**src/rtl/alu_reservation_station_if.sv**
```systemverilog
// rtl/alu_reservation_station_if.sv - dispatch, result broadcast and ALU issue bundle for the ALU reservation station
interface alu_reservation_station_if #(
    parameter int OP_W  = 6,
    parameter int TAG_W = 5
);
    // Dispatch request from the decode/rename stage
    logic             dis_valid;
    logic [OP_W-1:0]  dis_op;
    logic [31:0]      dis_vi;
    logic [31:0]      dis_vj;
    logic             dis_qi_busy;
    logic             dis_qj_busy;
    logic [TAG_W-1:0] dis_qi;
    logic [TAG_W-1:0] dis_qj;
    logic [31:0]      dis_imm;
    logic [31:0]      dis_pc;
    logic             dis_itype;
    logic [TAG_W-1:0] dis_rob;
    logic             full;

    // Result broadcasts from the ALU and the load/store buffer
    logic             alu_cdb_valid;
    logic [TAG_W-1:0] alu_cdb_tag;
    logic [31:0]      alu_cdb_val;
    logic             lsb_cdb_valid;
    logic [TAG_W-1:0] lsb_cdb_tag;
    logic [31:0]      lsb_cdb_val;

    // Registered issue port into the ALU
    logic [OP_W-1:0]  alu_op;
    logic [31:0]      alu_vi;
    logic [31:0]      alu_vj;
    logic [31:0]      alu_imm;
    logic [31:0]      alu_pc;
    logic [TAG_W-1:0] alu_rd;
    logic             alu_itype;

    modport master (
        output dis_valid, dis_op, dis_vi, dis_vj, dis_qi_busy, dis_qj_busy,
               dis_qi, dis_qj, dis_imm, dis_pc, dis_itype, dis_rob,
               alu_cdb_valid, alu_cdb_tag, alu_cdb_val,
               lsb_cdb_valid, lsb_cdb_tag, lsb_cdb_val,
        input  full, alu_op, alu_vi, alu_vj, alu_imm, alu_pc, alu_rd, alu_itype
    );

    modport slave (
        input  dis_valid, dis_op, dis_vi, dis_vj, dis_qi_busy, dis_qj_busy,
               dis_qi, dis_qj, dis_imm, dis_pc, dis_itype, dis_rob,
               alu_cdb_valid, alu_cdb_tag, alu_cdb_val,
               lsb_cdb_valid, lsb_cdb_tag, lsb_cdb_val,
        output full, alu_op, alu_vi, alu_vj, alu_imm, alu_pc, alu_rd, alu_itype
    );
endinterface

```
**src/rtl/alu_reservation_station.sv**
```systemverilog
// rtl/alu_reservation_station.sv - operand-capturing reservation station feeding the integer ALU
module alu_reservation_station #(
    parameter int RS_SIZE = 8,
    parameter int OP_W    = 6,
    parameter int TAG_W   = 5
) (
    input  logic                     clk_in,
    input  logic                     rst_in,
    input  logic                     rdy_in,
    input  logic                     flush,
    alu_reservation_station_if.slave rs
);
    localparam int IDX_W = (RS_SIZE > 1) ? $clog2(RS_SIZE) : 1;

    // Per-entry state; single-bit fields are packed so full/ready reduce cleanly
    logic [RS_SIZE-1:0] busy;
    logic [RS_SIZE-1:0] qi_busy;
    logic [RS_SIZE-1:0] qj_busy;
    logic [RS_SIZE-1:0] itype;
    logic [OP_W-1:0]    op  [RS_SIZE];
    logic [31:0]        vi  [RS_SIZE];
    logic [31:0]        vj  [RS_SIZE];
    logic [TAG_W-1:0]   qi  [RS_SIZE];
    logic [TAG_W-1:0]   qj  [RS_SIZE];
    logic [31:0]        imm [RS_SIZE];
    logic [31:0]        pc  [RS_SIZE];
    logic [TAG_W-1:0]   rob [RS_SIZE];

    // Registered issue port
    logic [OP_W-1:0]    alu_op_q;
    logic [31:0]        alu_vi_q;
    logic [31:0]        alu_vj_q;
    logic [31:0]        alu_imm_q;
    logic [31:0]        alu_pc_q;
    logic [TAG_W-1:0]   alu_rd_q;
    logic               alu_itype_q;

    logic               full_w;
    logic               dis_fire;
    logic [RS_SIZE-1:0] ready;
    logic               free_found;
    logic [IDX_W-1:0]   free_idx;
    logic               sel_found;
    logic [IDX_W-1:0]   sel_idx;

    // Dispatch operands after same-cycle broadcast bypass
    logic               dis_qi_busy_eff;
    logic               dis_qj_busy_eff;
    logic [31:0]        dis_vi_eff;
    logic [31:0]        dis_vj_eff;

    // Occupancy and eligibility come from the current state only, so an
    // entry written or woken this cycle cannot issue until the next one
    assign full_w   = &busy;
    assign ready    = busy & ~qi_busy & ~qj_busy;
    assign dis_fire = rs.dis_valid && !full_w;

    // Lowest-index free entry for dispatch
    always_comb begin
        free_found = 1'b0;
        free_idx   = '0;
        for (int i = RS_SIZE - 1; i >= 0; i--) begin
            if (!busy[i]) begin
                free_found = 1'b1;
                free_idx   = i[IDX_W-1:0];
            end
        end
    end

    // Lowest-index ready entry for issue
    always_comb begin
        sel_found = 1'b0;
        sel_idx   = '0;
        for (int i = RS_SIZE - 1; i >= 0; i--) begin
            if (ready[i]) begin
                sel_found = 1'b1;
                sel_idx   = i[IDX_W-1:0];
            end
        end
    end

    // Bypass a broadcast that lands in the dispatch cycle; the ALU port wins a tie
    always_comb begin
        dis_qi_busy_eff = rs.dis_qi_busy;
        dis_vi_eff      = rs.dis_vi;
        dis_qj_busy_eff = rs.dis_qj_busy;
        dis_vj_eff      = rs.dis_vj;
        if (rs.dis_qi_busy) begin
            if (rs.alu_cdb_valid && rs.alu_cdb_tag == rs.dis_qi) begin
                dis_qi_busy_eff = 1'b0;
                dis_vi_eff      = rs.alu_cdb_val;
            end else if (rs.lsb_cdb_valid && rs.lsb_cdb_tag == rs.dis_qi) begin
                dis_qi_busy_eff = 1'b0;
                dis_vi_eff      = rs.lsb_cdb_val;
            end
        end
        if (rs.dis_qj_busy) begin
            if (rs.alu_cdb_valid && rs.alu_cdb_tag == rs.dis_qj) begin
                dis_qj_busy_eff = 1'b0;
                dis_vj_eff      = rs.alu_cdb_val;
            end else if (rs.lsb_cdb_valid && rs.lsb_cdb_tag == rs.dis_qj) begin
                dis_qj_busy_eff = 1'b0;
                dis_vj_eff      = rs.lsb_cdb_val;
            end
        end
    end

    // Entry state: reset/flush clear, otherwise wakeup, issue and dispatch
    always_ff @(posedge clk_in) begin
        if (rst_in) begin
            busy    <= '0;
            qi_busy <= '0;
            qj_busy <= '0;
        end else if (rdy_in) begin
            if (flush) begin
                busy <= '0;
            end else begin
                for (int i = 0; i < RS_SIZE; i++) begin
                    if (busy[i] && qi_busy[i]) begin
                        if (rs.alu_cdb_valid && rs.alu_cdb_tag == qi[i]) begin
                            vi[i]      <= rs.alu_cdb_val;
                            qi_busy[i] <= 1'b0;
                        end else if (rs.lsb_cdb_valid && rs.lsb_cdb_tag == qi[i]) begin
                            vi[i]      <= rs.lsb_cdb_val;
                            qi_busy[i] <= 1'b0;
                        end
                    end
                    if (busy[i] && qj_busy[i]) begin
                        if (rs.alu_cdb_valid && rs.alu_cdb_tag == qj[i]) begin
                            vj[i]      <= rs.alu_cdb_val;
                            qj_busy[i] <= 1'b0;
                        end else if (rs.lsb_cdb_valid && rs.lsb_cdb_tag == qj[i]) begin
                            vj[i]      <= rs.lsb_cdb_val;
                            qj_busy[i] <= 1'b0;
                        end
                    end
                end
                // Issued entry frees on the same edge it loads the ALU
                if (sel_found) begin
                    busy[sel_idx] <= 1'b0;
                end
                // Dispatch targets a free slot, never the one just issued
                if (dis_fire && free_found) begin
                    busy[free_idx]    <= 1'b1;
                    op[free_idx]      <= rs.dis_op;
                    vi[free_idx]      <= dis_vi_eff;
                    vj[free_idx]      <= dis_vj_eff;
                    qi_busy[free_idx] <= dis_qi_busy_eff;
                    qj_busy[free_idx] <= dis_qj_busy_eff;
                    qi[free_idx]      <= rs.dis_qi;
                    qj[free_idx]      <= rs.dis_qj;
                    imm[free_idx]     <= rs.dis_imm;
                    pc[free_idx]      <= rs.dis_pc;
                    itype[free_idx]   <= rs.dis_itype;
                    rob[free_idx]     <= rs.dis_rob;
                end
            end
        end
    end

    // Issue register: idle cycles drop alu_op but keep the operand fields
    always_ff @(posedge clk_in) begin
        if (rst_in) begin
            alu_op_q    <= '0;
            alu_vi_q    <= '0;
            alu_vj_q    <= '0;
            alu_imm_q   <= '0;
            alu_pc_q    <= '0;
            alu_rd_q    <= '0;
            alu_itype_q <= 1'b0;
        end else if (rdy_in) begin
            if (flush || !sel_found) begin
                alu_op_q <= '0;
            end else begin
                alu_op_q    <= op[sel_idx];
                alu_vi_q    <= vi[sel_idx];
                alu_vj_q    <= vj[sel_idx];
                alu_imm_q   <= imm[sel_idx];
                alu_pc_q    <= pc[sel_idx];
                alu_rd_q    <= rob[sel_idx];
                alu_itype_q <= itype[sel_idx];
            end
        end
    end

    assign rs.full      = full_w;
    assign rs.alu_op    = alu_op_q;
    assign rs.alu_vi    = alu_vi_q;
    assign rs.alu_vj    = alu_vj_q;
    assign rs.alu_imm   = alu_imm_q;
    assign rs.alu_pc    = alu_pc_q;
    assign rs.alu_rd    = alu_rd_q;
    assign rs.alu_itype = alu_itype_q;
endmodule

```
**src/flat_wrapper.sv**
```systemverilog
// flat-port wrapper written by rule: the top's interface ports become plain ports
module alu_reservation_station_flat 
#(
    parameter int RS_SIZE = 8,
    parameter int OP_W    = 6,
    parameter int TAG_W   = 5
)
  (clk_in, rst_in, rdy_in, flush, rs_dis_valid, rs_dis_op, rs_dis_vi, rs_dis_vj, rs_dis_qi_busy, rs_dis_qj_busy, rs_dis_qi, rs_dis_qj, rs_dis_imm, rs_dis_pc, rs_dis_itype, rs_dis_rob, rs_alu_cdb_valid, rs_alu_cdb_tag, rs_alu_cdb_val, rs_lsb_cdb_valid, rs_lsb_cdb_tag, rs_lsb_cdb_val, rs_full, rs_alu_op, rs_alu_vi, rs_alu_vj, rs_alu_imm, rs_alu_pc, rs_alu_rd, rs_alu_itype);
  alu_reservation_station_if #(.OP_W(OP_W), .TAG_W(TAG_W)) rs_i ();
  input  logic clk_in;
  input  logic rst_in;
  input  logic rdy_in;
  input  logic flush;
  input wire logic [$bits(rs_i.dis_valid)-1:0] rs_dis_valid;
  input wire logic [$bits(rs_i.dis_op)-1:0] rs_dis_op;
  input wire logic [$bits(rs_i.dis_vi)-1:0] rs_dis_vi;
  input wire logic [$bits(rs_i.dis_vj)-1:0] rs_dis_vj;
  input wire logic [$bits(rs_i.dis_qi_busy)-1:0] rs_dis_qi_busy;
  input wire logic [$bits(rs_i.dis_qj_busy)-1:0] rs_dis_qj_busy;
  input wire logic [$bits(rs_i.dis_qi)-1:0] rs_dis_qi;
  input wire logic [$bits(rs_i.dis_qj)-1:0] rs_dis_qj;
  input wire logic [$bits(rs_i.dis_imm)-1:0] rs_dis_imm;
  input wire logic [$bits(rs_i.dis_pc)-1:0] rs_dis_pc;
  input wire logic [$bits(rs_i.dis_itype)-1:0] rs_dis_itype;
  input wire logic [$bits(rs_i.dis_rob)-1:0] rs_dis_rob;
  input wire logic [$bits(rs_i.alu_cdb_valid)-1:0] rs_alu_cdb_valid;
  input wire logic [$bits(rs_i.alu_cdb_tag)-1:0] rs_alu_cdb_tag;
  input wire logic [$bits(rs_i.alu_cdb_val)-1:0] rs_alu_cdb_val;
  input wire logic [$bits(rs_i.lsb_cdb_valid)-1:0] rs_lsb_cdb_valid;
  input wire logic [$bits(rs_i.lsb_cdb_tag)-1:0] rs_lsb_cdb_tag;
  input wire logic [$bits(rs_i.lsb_cdb_val)-1:0] rs_lsb_cdb_val;
  output wire logic [$bits(rs_i.full)-1:0] rs_full;
  output wire logic [$bits(rs_i.alu_op)-1:0] rs_alu_op;
  output wire logic [$bits(rs_i.alu_vi)-1:0] rs_alu_vi;
  output wire logic [$bits(rs_i.alu_vj)-1:0] rs_alu_vj;
  output wire logic [$bits(rs_i.alu_imm)-1:0] rs_alu_imm;
  output wire logic [$bits(rs_i.alu_pc)-1:0] rs_alu_pc;
  output wire logic [$bits(rs_i.alu_rd)-1:0] rs_alu_rd;
  output wire logic [$bits(rs_i.alu_itype)-1:0] rs_alu_itype;
  assign rs_i.dis_valid = rs_dis_valid;
  assign rs_i.dis_op = rs_dis_op;
  assign rs_i.dis_vi = rs_dis_vi;
  assign rs_i.dis_vj = rs_dis_vj;
  assign rs_i.dis_qi_busy = rs_dis_qi_busy;
  assign rs_i.dis_qj_busy = rs_dis_qj_busy;
  assign rs_i.dis_qi = rs_dis_qi;
  assign rs_i.dis_qj = rs_dis_qj;
  assign rs_i.dis_imm = rs_dis_imm;
  assign rs_i.dis_pc = rs_dis_pc;
  assign rs_i.dis_itype = rs_dis_itype;
  assign rs_i.dis_rob = rs_dis_rob;
  assign rs_i.alu_cdb_valid = rs_alu_cdb_valid;
  assign rs_i.alu_cdb_tag = rs_alu_cdb_tag;
  assign rs_i.alu_cdb_val = rs_alu_cdb_val;
  assign rs_i.lsb_cdb_valid = rs_lsb_cdb_valid;
  assign rs_i.lsb_cdb_tag = rs_lsb_cdb_tag;
  assign rs_i.lsb_cdb_val = rs_lsb_cdb_val;
  assign rs_full = rs_i.full;
  assign rs_alu_op = rs_i.alu_op;
  assign rs_alu_vi = rs_i.alu_vi;
  assign rs_alu_vj = rs_i.alu_vj;
  assign rs_alu_imm = rs_i.alu_imm;
  assign rs_alu_pc = rs_i.alu_pc;
  assign rs_alu_rd = rs_i.alu_rd;
  assign rs_alu_itype = rs_i.alu_itype;
  alu_reservation_station #(.RS_SIZE(RS_SIZE), .OP_W(OP_W), .TAG_W(TAG_W)) u_core (.clk_in(clk_in), .rst_in(rst_in), .rdy_in(rdy_in), .flush(flush), .rs(rs_i));
endmodule
```
**config.mk**
```make
export PLATFORM = sky130hd
export DESIGN_NAME = alu_reservation_station_flat
export DESIGN_NICKNAME = d
export VERILOG_FILES = /design/src/rtl/alu_reservation_station_if.sv /design/src/rtl/alu_reservation_station.sv /design/src/flat_wrapper.sv
export SDC_FILE = /design/constraint.sdc
export NUM_CORES = 2
export LEC_CHECK = 0
export ABC_AREA = 1
export BUFFER_PORTS_ARGS = -buffer_cell sky130_fd_sc_hd__buf_2
export CAP_MARGIN = 5
export CORE_ASPECT_RATIO = 0.7
export CORE_MARGIN = 2
export CORE_UTILIZATION = 62
export CTS_CLUSTER_SIZE = 10
export DETAILED_ROUTE_END_ITERATION = 16
export GPL_TIMING_DRIVEN = 1
export PLACE_DENSITY = 0.81
export RECOVER_POWER = 50
export SLEW_MARGIN = 20
export SYNTH_ARGS = -nofsm -noshare
export SYNTH_HDL_FRONTEND = slang
export SYNTH_SLANG_ARGS = --single-unit
```
**constraint.sdc**
```tcl
create_clock -name clk_in -period 6.1 [get_ports clk_in]
set_input_delay 0 -clock clk_in [delete_from_list [all_inputs] [get_ports clk_in]]
set_output_delay 0 -clock clk_in [all_outputs]
set_load 0.1 [all_outputs]
```
==> results by group <==
Timing
  – Relative slew margins: -1.04
  – Total count of hold-check failures in the final report: 0
  – TNS Setup: 0 ps
  – Fin crit share: 0.897
  – Tmin final: 5470 ps
  – Actual slew at the worst max-slew pin: 3060 ps
  – Maximum clock frequency: roughly 0.18 GHz
  – Max-slew violations: 471
  – Number of setup violations in the final report: 0
  – Skew final: 55.3 ps
  – RSZ-0062 raised after global routing: no

Setup path
  – Endpoint required time on the critical path: between 6000 and 7000 ps
  – Kind of end point of the critical path: flop
  – Startpoint type of the worst setup path: input pin
  – Type of the setup path with the least slack: input pin to flop
  – CP delay by family, top: buffers and inverters
  – Critical Path Fanout Max: 28
  – Worst path most repeated cell: sky130_fd_sc_hd__dlygate4sd3_1
  – Bufs and invs on worst path: 6
  – Cells traversed along the worst timing path: dlygate4sd3_1, buf_2, inv_2, nor2_1, inv_1, nor4_1, nand3_1, o211ai_1, dlygate4sd3_1, nand2_1, dlygate4sd3_1
  – Delay of the slowest cell on the worst path: 1400 ps
  – Crit-path slowest cell: sky130_fd_sc_hd__nand3_1
  – Arrival time at the worst endpoint: 6010 ps

Floorplan
  – Area of the placeable core: 0.107 mm^2
  – Initial Util: 0.629
  – Width of the chip: 397 um
  – Area of the die: between 0.1 and 0.15 mm^2
  – Chip height: ~280 um
  – Top Ports: 374
  – Standard-cell rows: 100

Run status
  – Outcome: finished, violations left
  – Failing checks: capacitance limit, slew limit

Worst hold path
  – Hold crit path type: input pin to flop

Global routing
  – Via count of the first global-routing pass: between 50,000 and 60,000
  – Largest net degree at the start of global routing: 141
  – Congestion Overflow GR: 0
  – First-pass GRT wire length: 348 mm
  – All-layer global routing usage: 0.418
  – Initial antenna violation count: 20

Synth
  – Yosys top cell area share: 0.536
  – Most frequently used cell type in the post-synthesis netlist: sky130_fd_sc_hd__nand2_1
  – Number of enable-type register cells in the synthesized netlist: 1,200
  – Syn avg cell area: 9.20 um^2
  – Cell type contributing the most total cell area after synthesis: sky130_fd_sc_hd__edfxtp_1
  – Distinct cell type count after synthesis: 43
  – Post-synthesis sequential element count: 1,364
  – Async set-or-reset flop fraction in the synthesized netlist: 0
  – Sequential element share of the synthesized area: 0.585
  – Synthesized net count: 7,532
  – Syn Std Cell Area: 0.0672 mm^2
  – Synthesized netlist cell count: 7,299
  – Leading post-synthesis cells by cell area: sky130_fd_sc_hd__edfxtp_1, sky130_fd_sc_hd__nand2_1, sky130_fd_sc_hd__dfxtp_1
  – Top cells by count, synth: sky130_fd_sc_hd__nand2_1, sky130_fd_sc_hd__edfxtp_1, sky130_fd_sc_hd__o21ai_0, sky130_fd_sc_hd__inv_1, sky130_fd_sc_hd__a21oi_1
  – Yosys warns: 0
  – Commonest register cell after synthesis: sky130_fd_sc_hd__edfxtp_1

Clock network
  – Clock latency of the later-clocked register in the worst-skew pair: around 800 ps
  – Post-CTS setup buffer count: 0
  – Number of gates given a new drive strength after cts: 0
  – Clock tree from TritonCTS: done
  – H-Tree Level Count: 4
  – Clock buffer count from CTS: 154
  – Count of hold-fix buffers inserted at cts: 290
  – Clock slew at reported path FFs: roughly 60 ps
  – Clk root buf: sky130_fd_sc_hd__clkbuf_16
  – Maximum buffer depth of the clock tree: 3
  – CTS sink count: ~1,400

Routing
  – Residual antenna-violating net count after detailed routing: 0
  – Vias per std cell: ~6.5
  – Routed wire per std cell: 25.7 um
  – Routed Wire Length: 237 mm
  – Via total after detailed routing: 60,212
  – DRC violation count after routing: 0
  – Detailed router's first-iteration violation count: between 10,000 and 15,000
  – Detailed-router iteration count before antenna repair: 10

Cells and area
  – Total number of nets in the final design: just under 8,000
  – Fraction of layout instances using a drive strength above 1: 0.0674
  – Number of filler cells placed in the layout: 7,572
  – Multi-input combinational cell area: 0.0235 mm^2
  – Sequential standard cell area: 0.0393 mm^2
  – Layout Area Growth over Synthesis: 13.3%

Placement
  – Post-DP HPWL: 127 mm
  – Final estimated routing congestion in global placement: ~0.93
  – Total of buffers placed on input and output ports: between 300 and 400

Power and ir drop
  – Total power: 20.4 mW
  – Peak supply drop: 198 uV
  – Pwr per Cell Area: 268 mW/mm^2
  – Leakage power of the design: 29.5 nW

Flow run
  – Number of maximum-capacitance violations: 13
[per-layer routing]
layer | routed length, um | share of wire | GRT usage
met1 | 80500 | 0.34 | 0.548
met2 | 98600 | 0.42 | 0.602
met3 | 41200 | 0.17 | 0.145
met4 | 16400 | 0.069 | 0.252
met5 | 72 | 0.00030 | 0
[metrics by stage]
stage / cells / area (um^2) / hold slack, ps / util / setup WS (ps)
CTS: 9190 / 76800 / 0.673 / 0.718 / 1260
detailed placement: 8620 / 69200 / 264 / 0.648 / 2040
global route: 9201 / 76100 / 56.8 / 0.712 / 657
finish: 9203 / 76100 / 65.3 / 0.712 / 628
floorplan: 7299 / 67200 / 98.9 / - / 752
global placement: 8620 / 69200 / 258 / 0.648 / 2220
[cells by family (layout without fill, tap and decap cells)]
logic type	Yosys count	count (layout)	synth area share
xor+xnor	58	58	0.00756
compound gates	1619	1619	0.145
other cells	0	12	0
buf+inv	985	1449	0.0623
flops	1364	1364	0.585
simple gates	3273	3273	0.200
[power by group]
part	leakage [nW]	total, mW	switching, mW	internal, mW
clock	2.18	8.70	3.88	4.82
sequential	12.1	10.2	0.0191	10.2
combinational	15.2	1.47	1.03	0.434
[worst register-to-register path, stage by stage (launching register included)]
cell and delay (ps):
sky130_fd_sc_hd__dfxtp_1 450, sky130_fd_sc_hd__inv_1 160, sky130_fd_sc_hd__o21ai_1 160, sky130_fd_sc_hd__nand2_1 70, sky130_fd_sc_hd__nand2_1 70, sky130_fd_sc_hd__nand2_2 120, sky130_fd_sc_hd__inv_2 120, sky130_fd_sc_hd__nor2_1 60
sky130_fd_sc_hd__inv_2 80, sky130_fd_sc_hd__nor2_2 80, sky130_fd_sc_hd__nand2_1 180, sky130_fd_sc_hd__clkinvlp_2 2070, sky130_fd_sc_hd__buf_4 1110
[area by class of cell]
cell class,count,share of cell area
Antenna cell,12,0.000395
Clock buffer,265,0.0562
Clock inverter,15,0.00487
Inverter,426,0.0214
Multi-Input combinational cell,4950,0.308
Sequential cell,1364,0.517
Tap cell,1428,0.0235
Timing Repair Buffer,743,0.0685
[cells in the final DEF (no fill, tap or decap), types with 13 or more instances in the layout]
cell / count
sky130_fd_sc_hd__buf_2: 152
sky130_fd_sc_hd__nand2b_1: 16
sky130_fd_sc_hd__a21oi_1: 353
sky130_fd_sc_hd__o31ai_1: 17
sky130_fd_sc_hd__o211ai_1: 24
sky130_fd_sc_hd__nand4_1: 176
sky130_fd_sc_hd__xor2_1: 47
sky130_fd_sc_hd__o21ai_1: 299
sky130_fd_sc_hd__dlygate4sd3_1: 290
sky130_fd_sc_hd__nor4_2: 16
sky130_fd_sc_hd__a22o_1: 234
sky130_fd_sc_hd__inv_2: 23
sky130_fd_sc_hd__clkbuf_1: 333
sky130_fd_sc_hd__edfxtp_1: 1200
sky130_fd_sc_hd__buf_4: 64
sky130_fd_sc_hd__inv_1: 392
sky130_fd_sc_hd__clkbuf_16: 154
sky130_fd_sc_hd__nor2_4: 13
sky130_fd_sc_hd__nand3_2: 15
sky130_fd_sc_hd__dfxtp_1: 164
sky130_fd_sc_hd__nand2_1: 2694
sky130_fd_sc_hd__nor4_1: 13
sky130_fd_sc_hd__o21ai_0: 543
sky130_fd_sc_hd__o22ai_1: 115
sky130_fd_sc_hd__nand3_1: 196
sky130_fd_sc_hd__nor2_1: 93
[state kept, by name, indices dropped and copies added, names as in the netlist, 40 cells and up]
| name | cells |
|---|---|
| u_core.imm | 256 |
| u_core.pc | 256 |
| u_core.vi | 256 |
| u_core.vj | 256 |
| u_core.op | 48 |
| u_core.qi | 40 |
| u_core.qj | 40 |
| u_core.rob | 40 |
[final timing paths]
kind	startpoint	end	slack, ps	cells after the start
worst max-delay path	rdy_in	u_core.vi[6][2]	630	11
worst min-delay path	rs_lsb_cdb_val[31]	u_core.vj[1][31]	70	5
worst max register to register	u_core.busy[4]	u_core.imm[4][6]	970	12
worst min register to register	u_core.rs.alu_vj[6]	u_core.rs.alu_vj[6]	460	2
Note: power is estimated with default switching activity, not from simulation.
